===== src/rtl/regfile_pkg.sv =====
// rtl/regfile_pkg.sv - shared register file constants and writeback request type
package regfile_pkg;

    localparam int XLEN     = 64;
    localparam int AW       = 5;
    localparam int NUM_REGS = 32;

    localparam logic [AW-1:0] ZERO_REG = 5'h0;

    typedef struct packed {
        logic [AW-1:0]   rd_addr;
        logic [XLEN-1:0] rd_data;
    } wb_req_t;

endpackage


===== src/rtl/rr_arbiter.sv =====
// rtl/rr_arbiter.sv - generic round-robin arbiter, search starts at ptr
module rr_arbiter #(
    parameter int N  = 3,
    parameter int PW = (N > 1) ? $clog2(N) : 1
) (
    input  logic [N-1:0]  req,
    input  logic [PW-1:0] ptr,
    output logic [N-1:0]  grant,
    output logic [PW-1:0] grant_idx,
    output logic          grant_valid
);

    int cand;

    // Walk candidates ptr, ptr+1, ... modulo N; the first requester wins.
    always_comb begin
        grant       = '0;
        grant_idx   = '0;
        grant_valid = 1'b0;
        cand        = 0;
        for (int k = 0; k < N; k++) begin
            cand = (int'(ptr) + k) % N;
            if (!grant_valid && req[cand]) begin
                grant_valid = 1'b1;
                grant[cand] = 1'b1;
                grant_idx   = PW'(cand);
            end
        end
    end

endmodule


===== src/rtl/regfile_wb_arbiter.sv =====
// rtl/regfile_wb_arbiter.sv - round-robin writeback arbiter with one-entry stage and forwarding
module regfile_wb_arbiter
    import regfile_pkg::*;
#(
    parameter int NUM_REQ = 3,
    parameter int XLEN    = regfile_pkg::XLEN,
    parameter int AW      = regfile_pkg::AW,
    parameter int CNT_W   = 16
) (
    input  logic                    clk,
    input  logic                    rst_n,
    input  logic [NUM_REQ-1:0]      req_valid,
    output logic [NUM_REQ-1:0]      req_ready,
    input  logic [NUM_REQ*AW-1:0]   req_rd_addr,
    input  logic [NUM_REQ*XLEN-1:0] req_rd_data,
    output logic                    rf_write_enable,
    output logic [AW-1:0]           rf_rd_addr,
    output logic [XLEN-1:0]         rf_rd_data,
    input  logic [AW-1:0]           rs1_addr,
    input  logic [AW-1:0]           rs2_addr,
    output logic                    rs1_fwd_valid,
    output logic [XLEN-1:0]         rs1_fwd_data,
    output logic                    rs2_fwd_valid,
    output logic [XLEN-1:0]         rs2_fwd_data,
    output logic [CNT_W-1:0]        contention_cnt
);

    localparam int PW = (NUM_REQ > 1) ? $clog2(NUM_REQ) : 1;

    logic [PW-1:0]      rr_ptr_q, rr_ptr_d;
    logic               stage_valid_q, stage_valid_d;
    logic [AW-1:0]      stage_addr_q, stage_addr_d;
    logic [XLEN-1:0]    stage_data_q, stage_data_d;
    logic [CNT_W-1:0]   cnt_q, cnt_d;

    logic [NUM_REQ-1:0] grant;
    logic [PW-1:0]      grant_idx;
    logic               grant_any;
    logic [AW-1:0]      win_addr;
    logic [XLEN-1:0]    win_data;
    logic               multi_req;

    rr_arbiter #(
        .N  (NUM_REQ),
        .PW (PW)
    ) u_rr_arbiter (
        .req         (req_valid),
        .ptr         (rr_ptr_q),
        .grant       (grant),
        .grant_idx   (grant_idx),
        .grant_valid (grant_any)
    );

    // The write port never stalls, so the arbiter grant is the ready.
    assign req_ready = grant;

    // Clearing the lowest set bit leaves something only if two or more requested.
    assign multi_req = |(req_valid & (req_valid - NUM_REQ'(1)));

    // Select the winner's address and data using the one-hot grant.
    always_comb begin
        win_addr = '0;
        win_data = '0;
        for (int i = 0; i < NUM_REQ; i++) begin
            if (grant[i]) begin
                win_addr = req_rd_addr[i*AW +: AW];
                win_data = req_rd_data[i*XLEN +: XLEN];
            end
        end
    end

    // Next-state: pointer moves past the winner, stage captures it, counter saturates.
    always_comb begin
        rr_ptr_d      = rr_ptr_q;
        stage_valid_d = 1'b0;
        stage_addr_d  = stage_addr_q;
        stage_data_d  = stage_data_q;
        cnt_d         = cnt_q;
        if (grant_any) begin
            rr_ptr_d      = (grant_idx == PW'(NUM_REQ - 1)) ? '0 : grant_idx + PW'(1);
            stage_addr_d  = win_addr;
            stage_data_d  = win_data;
            stage_valid_d = (win_addr != AW'(ZERO_REG));
        end
        if (multi_req && (cnt_q != '1)) begin
            cnt_d = cnt_q + CNT_W'(1);
        end
    end

    // State registers; reset drops any staged write so it never reaches the regfile.
    always_ff @(posedge clk or negedge rst_n) begin
        if (!rst_n) begin
            rr_ptr_q      <= '0;
            stage_valid_q <= 1'b0;
            stage_addr_q  <= '0;
            stage_data_q  <= '0;
            cnt_q         <= '0;
        end else begin
            rr_ptr_q      <= rr_ptr_d;
            stage_valid_q <= stage_valid_d;
            stage_addr_q  <= stage_addr_d;
            stage_data_q  <= stage_data_d;
            cnt_q         <= cnt_d;
        end
    end

    assign rf_write_enable = stage_valid_q;
    assign rf_rd_addr      = stage_addr_q;
    assign rf_rd_data      = stage_data_q;
    assign contention_cnt  = cnt_q;

    // x0 is never staged as valid, so it can never produce a forwarding hit.
    assign rs1_fwd_valid = stage_valid_q && (stage_addr_q == rs1_addr);
    assign rs2_fwd_valid = stage_valid_q && (stage_addr_q == rs2_addr);
    assign rs1_fwd_data  = stage_data_q;
    assign rs2_fwd_data  = stage_data_q;

endmodule

===== config.mk =====
export PLATFORM = sky130hd
export DESIGN_NAME = regfile_wb_arbiter
export DESIGN_NICKNAME = d
export VERILOG_FILES = /design/src/rtl/regfile_pkg.sv /design/src/rtl/rr_arbiter.sv /design/src/rtl/regfile_wb_arbiter.sv
export SDC_FILE = /design/constraint.sdc
export NUM_CORES = 1
export LEC_CHECK = 0
export CORE_AREA = 2 2 172 174
export CTS_CLUSTER_SIZE = 10
export DETAILED_ROUTE_END_ITERATION = 16
export DIE_AREA = 0 0 174 176
export GPL_TIMING_DRIVEN = 0
export SYNTH_ARGS = -nofsm -noshare
export SYNTH_HDL_FRONTEND = slang
export SYNTH_SLANG_ARGS = --single-unit

===== constraint.sdc =====
create_clock -name clk -period 5.1 [get_ports clk]
set_input_delay 0.765 -clock clk [delete_from_list [all_inputs] [get_ports clk]]
set_output_delay 0.765 -clock clk [all_outputs]
set_load 0.1 [all_outputs]

==> flow_metrics.py, run 1 <==
metrics = {
    "run_status": {
        "run_status": "finished, final reports clean",
    },
    "route": {
        "wl_met1_mm": 11.8,
        "drt-vias-per-instance": 4.42,
        "routed_wl_mm": 28.3,
        "drtIter0Drc": 330,
        "route.detailed.drc": 0,
        "wire_per_inst_um": 18.9,
        "top_layer": "met4",
        "ant_nets": 0,
        "drt_first_pass_iters": 5,
        "vias": 6606,
        "wl_met2_mm": 14.2,
        "wl_met3_mm": 1.88,
    },
    "synthesis": {
        "synth_edf_count": 0,
        "avgSynthCellArea_um2": 8.92,
        "yosysUniqueCellTypes": 45,
        "ys_seq_area_share_pct": 37.9,
        "synthCells": 652,
        "synthFlopType": "dfrtp_1",
        "yosysTopAreaCell": "dfrtp_1",
        "syn_area_um2": 5810,
        "synthArstFlopShare_pct": 100,
        "ys_seq_elements": 88,
        "synth_top_area_share_pct": 37.9,
        "yosysWarnings": 0,
        "synth_area_leaders": "dfrtp_1, buf_4, a22oi_1",
        "synth_nets": 879,
    },
    "sta": {
        "finalCritPeriodShare_pct": 94.6,
        "fin_crit_ns": 4.82,
        "grt_setup_unrepaired": "false",
        "fin_ws_ns": 0.276,
        "setup_viol": 0,
        "finalClockSkew_ns": 0.0130,
        "holdWs_ns": 0.434,
        "fin_setup_tns_ns": 0,
        "worstMarginPinSlew_ns": 1.13,
        "hold_viol": 0,
        "fmax_mhz": 207,
        "final_max_slew_viol_count": 0,
        "slew_headroom_pct": 24.5,
    },
    "cts": {
        "clk_pin_slew_worst_paths_ns": 0.08,
        "clock-root-buffer": "clkbuf_16",
        "cts_buffers": 9,
        "cts.path.max_buffers": 2,
        "clk_latency_ns": 0.35,
        "clkSinkCount": 88,
        "cts_tree": "built",
        "cts.htree.levels": 3,
    },
    "layout": {
        "diodes": 0,
        "drive_gt1_share_pct": 15.3,
        "area_growth_pct": 89.7,
        "finalNonFillerCells": 1493,
        "fin_nets": 1331,
    },
    "setup_path": {
        "cp.buffers_inverters": 6,
        "worstPathArrival_ns": 4.06,
        "cp_max_fo": 10,
        "cpMaxStageDelayCell": "clkdlybuf4s50_1",
        "critPathLaunchType": "primary input",
        "crit_start": "req_valid[2]",
        "cp-end-kind": "output port",
        "worstSetupPathType": "in2out",
        "max_stage_delay_ns": 0.62,
        "critPathTopFamily": "buffers and inverters",
        "crit_chain": "clkdlybuf4s50_1 > mux2i_1 > mux2i_1 > a22oi_1 > a21o_1 > inv_2 > buf_2 > buf_2 > buf_2 > clkdlybuf4s15_2",
        "cp_data_required_time_ns": 4.34,
        "rrSetupSlack_ns": 1.70,
        "cpMostUsedCell": "buf_2",
        "r2r-start": "rr_ptr_q[1]$_DFFE_PN0P_",
    },
    "placed_design": {
        "dpl_worst_slack_ns": -0.429,
        "placed_cells": 1477,
        "globalplace.congestion": 0.848,
        "portBuffers": 440,
        "dpl.hpwl_mm": 22.6,
    },
    "global_routing": {
        "grt_pass1_vias": 6723,
        "track_usage_pct": 17.8,
        "gr-total-overflow": 0,
        "grt_pass1_wl_mm": 41.7,
        "antenna_found_initial": 0,
        "grt_max_degree": 46,
    },
    "floorplanning": {
        "die_area_um2": 30600,
        "fp-row-count": 62,
        "ios": 441,
        "die_x_um": 174,
        "dieHeight_um": 176,
        "core_um2": 28500,
        "start_util_pct": 20.4,
    },
    "run": {
        "maxCapViolations": 0,
    },
    "hold_path": {
        "hold_path_class": "in2async",
    },
}
placed cells by master, fill, tap and decap left out, types with 3 or more instances in the layout:
cell type,instances
clkdlybuf4s50_1,437
buf_4,129
dfrtp_1,88
and3_1,70
a22oi_1,66
a21oi_1,63
o21ai_1,50
clkbuf_1,30
nand2_1,22
o21ai_0,18
xor2_1,13
xnor2_1,11
nand3_1,9
nor2_1,9
buf_2,9
clkbuf_16,9
nand4_1,7
inv_1,6
nand2b_1,6
ha_1,5
mux2i_1,4
buf_6,4
a21oi_2,4
inv_6,3
Yosys cell counts, types with 11 or more instances:
library cell / number
nand2_1: 22
a22oi_1: 66
o21ai_0: 18
and3_1: 70
xnor2_1: 11
dfrtp_1: 88
xor2_1: 13
o21ai_1: 50
buf_4: 128
clkbuf_1: 30
a21oi_1: 63
final cells by class:
class	instances	area, um2
Clock inverter	6	72.6
Inverter	8	30.0
Buffer	171	1160
Clock buffer	10	239
Multi-Input combinational cell	385	2420
Sequential cell	88	2200
Timing Repair Buffer	441	4430
Fill cell	2920	17500
Tap cell	384	480
through the flow:
stage	cell area, um2	util (%)
2_1_floorplan	5810	-
3_3_place_gp	10700	37.5
3_5_place_dp	10700	37.6
4_1_cts	11000	38.7
5_1_grt	11000	38.6
6_report	11000	38.6
worst reg2reg max path, delay by kind of cell (launching register included):
kind	cells	cell delay (ns)
simple gates	2	0.98
buf+inv	2	0.77
compound gates	3	0.57
flops	1	0.42
fa+ha+maj	1	0.29
mux	1	0.28
path summary, 6_finish.rpt:
kind                                             endpoint  cells past startpoint
max                                          req_ready[2]                     10
min in group clk            contention_cnt[4]$_DFFE_PN0P_                      1
min reg2reg                 contention_cnt[4]$_DFFE_PN0P_                      1
max reg2reg                     rf_rd_data[4]$_DFFE_PN0P_                      9
min                        contention_cnt[13]$_DFFE_PN0P_                      1
max in group asynchronous      rf_rd_data[30]$_DFFE_PN0P_                      2
flip-flops by register name, indices dropped and copies added (netlist names):
name,count
rf_rd_data,64
contention_cnt,16
rf_rd_addr,5
rr_ptr_q,2
rf_write_enable,1
per-layer routing:
layer	up-vias	global-route usage, %
li1	3116	-
met1	3175	22.0
met2	294	31.4
met3	21	4.39
met5	-	0
met4	0	3.71
what timing repair did:
action,4_1_cts,5_1_grt
gates resized for setup,4,2
endpoints found under the setup margin,2,1
setup buffers,0,0
hold buffers,0,0
cells by family after synthesis:
family	synth area share [%]
buffers and inverters	20.5
DFF	37.9
xor gates and xnor gates	3.62
adders and majority gates	1.25
and+or+nand+nor	12.7
AOI/OAI and AO/OA	22.9
muxes	1.08
Power of run 1 is left out: the tool's default activity adds up to more than one toggle a clock period on the data nets, which glitch-free logic cannot reach.
==> run 2: changes to the inputs <==
--- a/config.mk
+++ b/config.mk
@@ -9,7 +9,6 @@
 export CTS_CLUSTER_SIZE = 10
 export DETAILED_ROUTE_END_ITERATION = 16
 export DIE_AREA = 0 0 174 176
-export GPL_TIMING_DRIVEN = 0
 export SYNTH_ARGS = -nofsm -noshare
 export SYNTH_HDL_FRONTEND = slang
 export SYNTH_SLANG_ARGS = --single-unit
==> run 2 against run 1 <==
Compared with the run above:
- non-clock buffer count is 165 lower
- register-to-register slack improved by 0.29 ns
- critical path depth shrank 4
- highest routed layer unchanged
- fmax grew 23%
- setup slack improved by 0.89 ns
- critical path type unchanged
- flip-flop and latch count unchanged
- die area unchanged
- cell count fell by 11%
- hold slack worse by 0.032 ns
==> flow_metrics.py, run 2 (same netlist as run 1, synthesis figures left out) <==
metrics = {
    "setup_path": {
        "crit_chain": "clkdlybuf4s50_1 > mux2i_1 > o21a_1 > a31o_1 > and2_4 > buf_4",
        "cp_max_fo": 67,
        "cpMaxStageDelayCell": "and2_4",
        "worstSetupPathType": "in2out",
        "worstPathArrival_ns": 3.17,
        "critPathLaunchType": "primary input",
        "max_stage_delay_ns": 0.64,
        "cp-end-kind": "output port",
        "cp_data_required_time_ns": 4.34,
    },
    "layout": {
        "layout.cells.most_common": "clkdlybuf4s50_1",
        "fillers": 2975,
        "area_growth_pct": 70.6,
        "seq_area_um2": 2200,
        "finalNonFillerCells": 1329,
        "largest_reg_flops": 64,
        "final_cell_mix": "clkdlybuf4s50_1, dfrtp_1, and3_1",
        "drive_gt1_share_pct": 3.92,
        "multiInputGateArea_um2": 2440,
        "fin_nets": 1166,
    },
    "sta": {
        "fin_setup_tns_ns": 0,
        "fin_ws_ns": 1.16,
        "hold_viol": 0,
        "fin_crit_ns": 3.94,
        "grt_setup_unrepaired": "false",
        "worstMarginPinSlew_ns": 1.09,
        "setup_viol": 0,
        "finalClockSkew_ns": 0.0119,
        "final_max_slew_viol_count": 0,
        "fmax_mhz": 254,
        "slew_headroom_pct": 27.0,
        "finalCritPeriodShare_pct": 77.2,
        "holdWs_ns": 0.402,
    },
    "floorplanning": {
        "core_um2": 28500,
        "dieHeight_um": 176,
        "start_util_pct": 20.4,
        "fp-row-count": 62,
        "ios": 441,
        "die_area_um2": 30600,
        "die_x_um": 174,
    },
    "run": {
        "maxCapViolations": 0,
    },
    "cts": {
        "cts_tree": "built",
        "clkSinkCount": 88,
        "post_cts_buffers": 0,
        "clock-root-buffer": "clkbuf_16",
        "ctsHoldBuffers": 0,
        "cts.htree.levels": 3,
        "clk_pin_slew_worst_paths_ns": 0.07,
        "cts_resized": 0,
        "clk_latency_ns": 0.35,
        "cts_buffers": 9,
        "cts.path.max_buffers": 2,
    },
    "route": {
        "routed_wl_mm": 24.0,
        "drt_first_pass_iters": 4,
        "drtIter0Drc": 309,
        "route.detailed.drc": 0,
        "vias": 5942,
        "ant_nets": 0,
        "drt-vias-per-instance": 4.47,
        "wire_per_inst_um": 18.1,
    },
    "run_status": {
        "run_status": "finished, final reports clean",
    },
    "global_routing": {
        "grt_pass1_vias": 6035,
        "track_usage_pct": 14.9,
        "grt_pass1_wl_mm": 35.5,
        "gr-total-overflow": 0,
        "grt_max_degree": 72,
        "antenna_found_initial": 1,
    },
    "placed_design": {
        "portBuffers": 440,
        "dpl_worst_slack_ns": 1.18,
        "dpl.hpwl_mm": 17.8,
        "globalplace.congestion": 0.827,
        "placed_cells": 1312,
    },
    "hold_path": {
        "hold_path_class": "in2async",
    },
}
[run 2: routing by layer]
| layer | part of all wire [%] | routed length (um) | global-route usage, % |
|---|---|---|---|
| met1 | 43 | 10300 | 18.5 |
| met2 | 49 | 11700 | 25.3 |
| met3 | 6.9 | 1660 | 3.94 |
| met4 | 1.7 | 400 | 4.52 |
| met5 | 0 | 0 | 0 |
[run 2: metrics by stage]
step                cell area [um2]  util [%]
finish                         9920      34.7
global placement               9610      33.7
floorplan                      5810         -
CTS                            9920      34.7
detailed placement             9610      33.7
global route                   9920      34.7
[run 2: area by class of cell]
class | count | share of cell area, %
clock inverter | 6 | 0.669
timing repair buffer | 447 | 45.0
antenna | 1 | 0.0252
clock buffer | 10 | 2.41
multi-input combinational | 385 | 24.6
tap | 384 | 4.84
sequential | 88 | 22.2
inverter | 8 | 0.328
[run 2: worst max-delay path: cells and delay by family]
kind,cells,cell delay (ns)
AND/OR/NAND/NOR,1,0.64
multiplexers,1,0.25
buffers and inverters,2,0.95
AO/OA/AOI/OAI,2,0.56
[run 2: worst paths after layout]
kind,startpoint,to,slack (ns),cells after the start
setup / recovery,req_valid[1],req_ready[0],1.16,6
hold / removal,rst_n,rf_rd_data[2]$_DFFE_PN0P_,0.40,1
setup reg to reg,rr_ptr_q[1]$_DFFE_PN0P_,rf_rd_data[57]$_DFFE_PN0P_,1.99,9
hold reg to reg,contention_cnt[4]$_DFFE_PN0P_,contention_cnt[4]$_DFFE_PN0P_,0.49,1
max in group asynchronous,rst_n,rf_rd_data[23]$_DFFE_PN0P_,3.61,2
min in group clk,contention_cnt[4]$_DFFE_PN0P_,contention_cnt[4]$_DFFE_PN0P_,0.49,1
Power of run 2 is left out for the same reason.
==> run 3: changes to the inputs <==
==> constraint.sdc (replaced) <==
create_clock -name clk -period 3.28 [get_ports clk]
set_input_delay 0.492 -clock clk [delete_from_list [all_inputs] [get_ports clk]]
set_output_delay 0.492 -clock clk [all_outputs]
set_load 0.1 [all_outputs]
==> run 3 against run 2 <==
Compared with the run above:
- cell count grew 0.45%
- clock skew decreased by 0.0060 ns
- hold slack lost 0.26 ns
- via count is essentially flat
- clock-buffer cell count unchanged
- die area did not move
- routed wire length rose by 3.1%
- setup slack worse by 0.93 ns
- flip-flop and latch count did not move
==> flow_metrics.py, run 3 (same netlist as run 1, synthesis figures left out) <==
metrics = {
    "cts": {
        "cts.htree.levels": 3,
        "clock-root-buffer": "clkbuf_16",
        "clkSinkCount": 88,
        "ctsHoldBuffers": 0,
        "cts.path.max_buffers": 2,
        "clk_pin_slew_worst_paths_ns": 0.08,
        "cts_buffers": 9,
        "clk_latency_ns": 0.35,
        "cts_tree": "built",
    },
    "route": {
        "vias": 5947,
        "drt_first_pass_iters": 5,
        "drt-vias-per-instance": 4.45,
        "routed_wl_mm": 24.8,
        "route.detailed.drc": 0,
        "drtIter0Drc": 381,
        "ant_nets": 0,
        "wire_per_inst_um": 18.5,
    },
    "layout": {
        "fin_nets": 1173,
        "layout.cells.most_common": "clkdlybuf4s50_1",
        "final_cell_mix": "clkdlybuf4s50_1, buf_4, dfrtp_1",
        "drive_gt1_share_pct": 16.5,
        "finalNonFillerCells": 1335,
        "area_growth_pct": 68.0,
        "fin_util_pct": 34.2,
        "diodes": 0,
        "largest_reg_flops": 64,
    },
    "sta": {
        "final_max_slew_viol_count": 0,
        "fin_ws_ns": 0.235,
        "grt_setup_unrepaired": "false",
        "worstMarginPinSlew_ns": 0.985,
        "slew_headroom_pct": 34.1,
        "fin_setup_tns_ns": 0,
        "finalCritPeriodShare_pct": 92.8,
        "fin_crit_ns": 3.04,
        "fmax_mhz": 328,
        "hold_viol": 0,
        "setup_viol": 0,
        "finalClockSkew_ns": 0.00583,
    },
    "setup_path": {
        "worstSetupPathType": "reg2out",
        "cp-end-kind": "output port",
        "cp_data_required_time_ns": 2.79,
        "cp_max_fo": 7,
        "critPathLaunchType": "flop",
        "worstPathArrival_ns": 2.55,
        "worst_r2r_path_depth": 9,
        "timing.rr.end": "rf_rd_data[24]$_DFFE_PN0P_",
        "rrSetupSlack_ns": 0.37,
        "r2r-start": "rr_ptr_q[1]$_DFFE_PN0P_",
    },
    "floorplanning": {
        "ios": 441,
        "die_x_um": 174,
        "fp-row-count": 62,
        "die_area_um2": 30600,
        "dieHeight_um": 176,
        "core_um2": 28500,
        "start_util_pct": 20.4,
    },
    "global_routing": {
        "gr-total-overflow": 0,
        "antenna_found_initial": 0,
        "grt_pass1_vias": 5893,
        "grt_max_degree": 72,
        "track_usage_pct": 15.4,
        "grt_pass1_wl_mm": 36.2,
    },
    "placed_design": {
        "dpl.hpwl_mm": 17.8,
        "dpl_worst_slack_ns": 0.125,
        "globalplace.congestion": 0.795,
        "portBuffers": 440,
        "placed_cells": 1316,
    },
    "hold_path": {
        "hold_path_class": "in2async",
    },
    "run_status": {
        "run_status": "finished, final reports clean",
    },
    "run": {
        "maxCapViolations": 0,
    },
}
==> run 3: changes by cell type in the layout (fill, tap and decap cells not counted), sizes merged <==
cell           before  now
clkdlybuf4s50     436  323
buf                11  129
diode               1    0
clkinv              3    1
and2                1    3
inv                10   11
clkinvlp            0    1
==> run 3: final cells by class <==
type	count	area, um2
fillers	2959	18800
repair buffers	452	4290
multi-input cells	387	2460
flip-flops and latches	88	2200
well taps	384	480
clock buffers	10	229
clock inverters	6	75.1
inverters	8	32.5
==> run 3: layer usage <==
layer	vias to the layer above	track usage, %	wire length [um]
li1	2807	-	-
met1	2841	19.9	10700
met2	282	26.4	12200
met3	17	3.62	1630
met4	0	3.15	269
met5	-	0	0
==> run 3: stage by stage <==
step,instance area (um2),hold slack [ns]
floorplan,5810,0.196
global placement,9430,0.477
detailed placement,9430,0.493
CTS,9770,0.152
global route,9770,0.179
finish,9770,0.143
==> run 3: worst max path at each step <==
stage                                       start                   endpoint  slack [ns]  cells after the start
final                     rr_ptr_q[1]$_DFFE_PN0P_               req_ready[0]        0.24                      7
after global routing      rr_ptr_q[1]$_DFFE_PN0P_               req_ready[0]        0.12                      7
after CTS                 rr_ptr_q[1]$_DFFE_PN0P_  rf_rd_data[1]$_DFFE_PN0P_        0.21                      9
after detailed placement             req_valid[2]               req_ready[0]        0.13                      6
after global placement               req_valid[2]               req_ready[0]        0.16                      6
after floorplan           rr_ptr_q[1]$_DFFE_PN0P_               req_ready[1]        0.23                      7
==> run 3: critical path, cell delays in order (launching register included) <==
cell and delay, ns:
dfrtp_1 0.41, inv_1 0.09, ha_1 0.28, mux2i_1 0.28
o21a_1 0.31, a31o_1 0.40, and2_4 0.25, buf_12 0.17
==> run 3: what timing repair did <==
| action | in CTS | in global routing |
|---|---|---|
| setup endpoints to repair | 1 | 1 |
| pin swaps | 0 | 0 |
| gates resized for setup | 1 | 1 |
| gates cloned | 2 | 0 |
| setup buffers | 1 | 0 |
Power of run 3 is left out for the same reason.
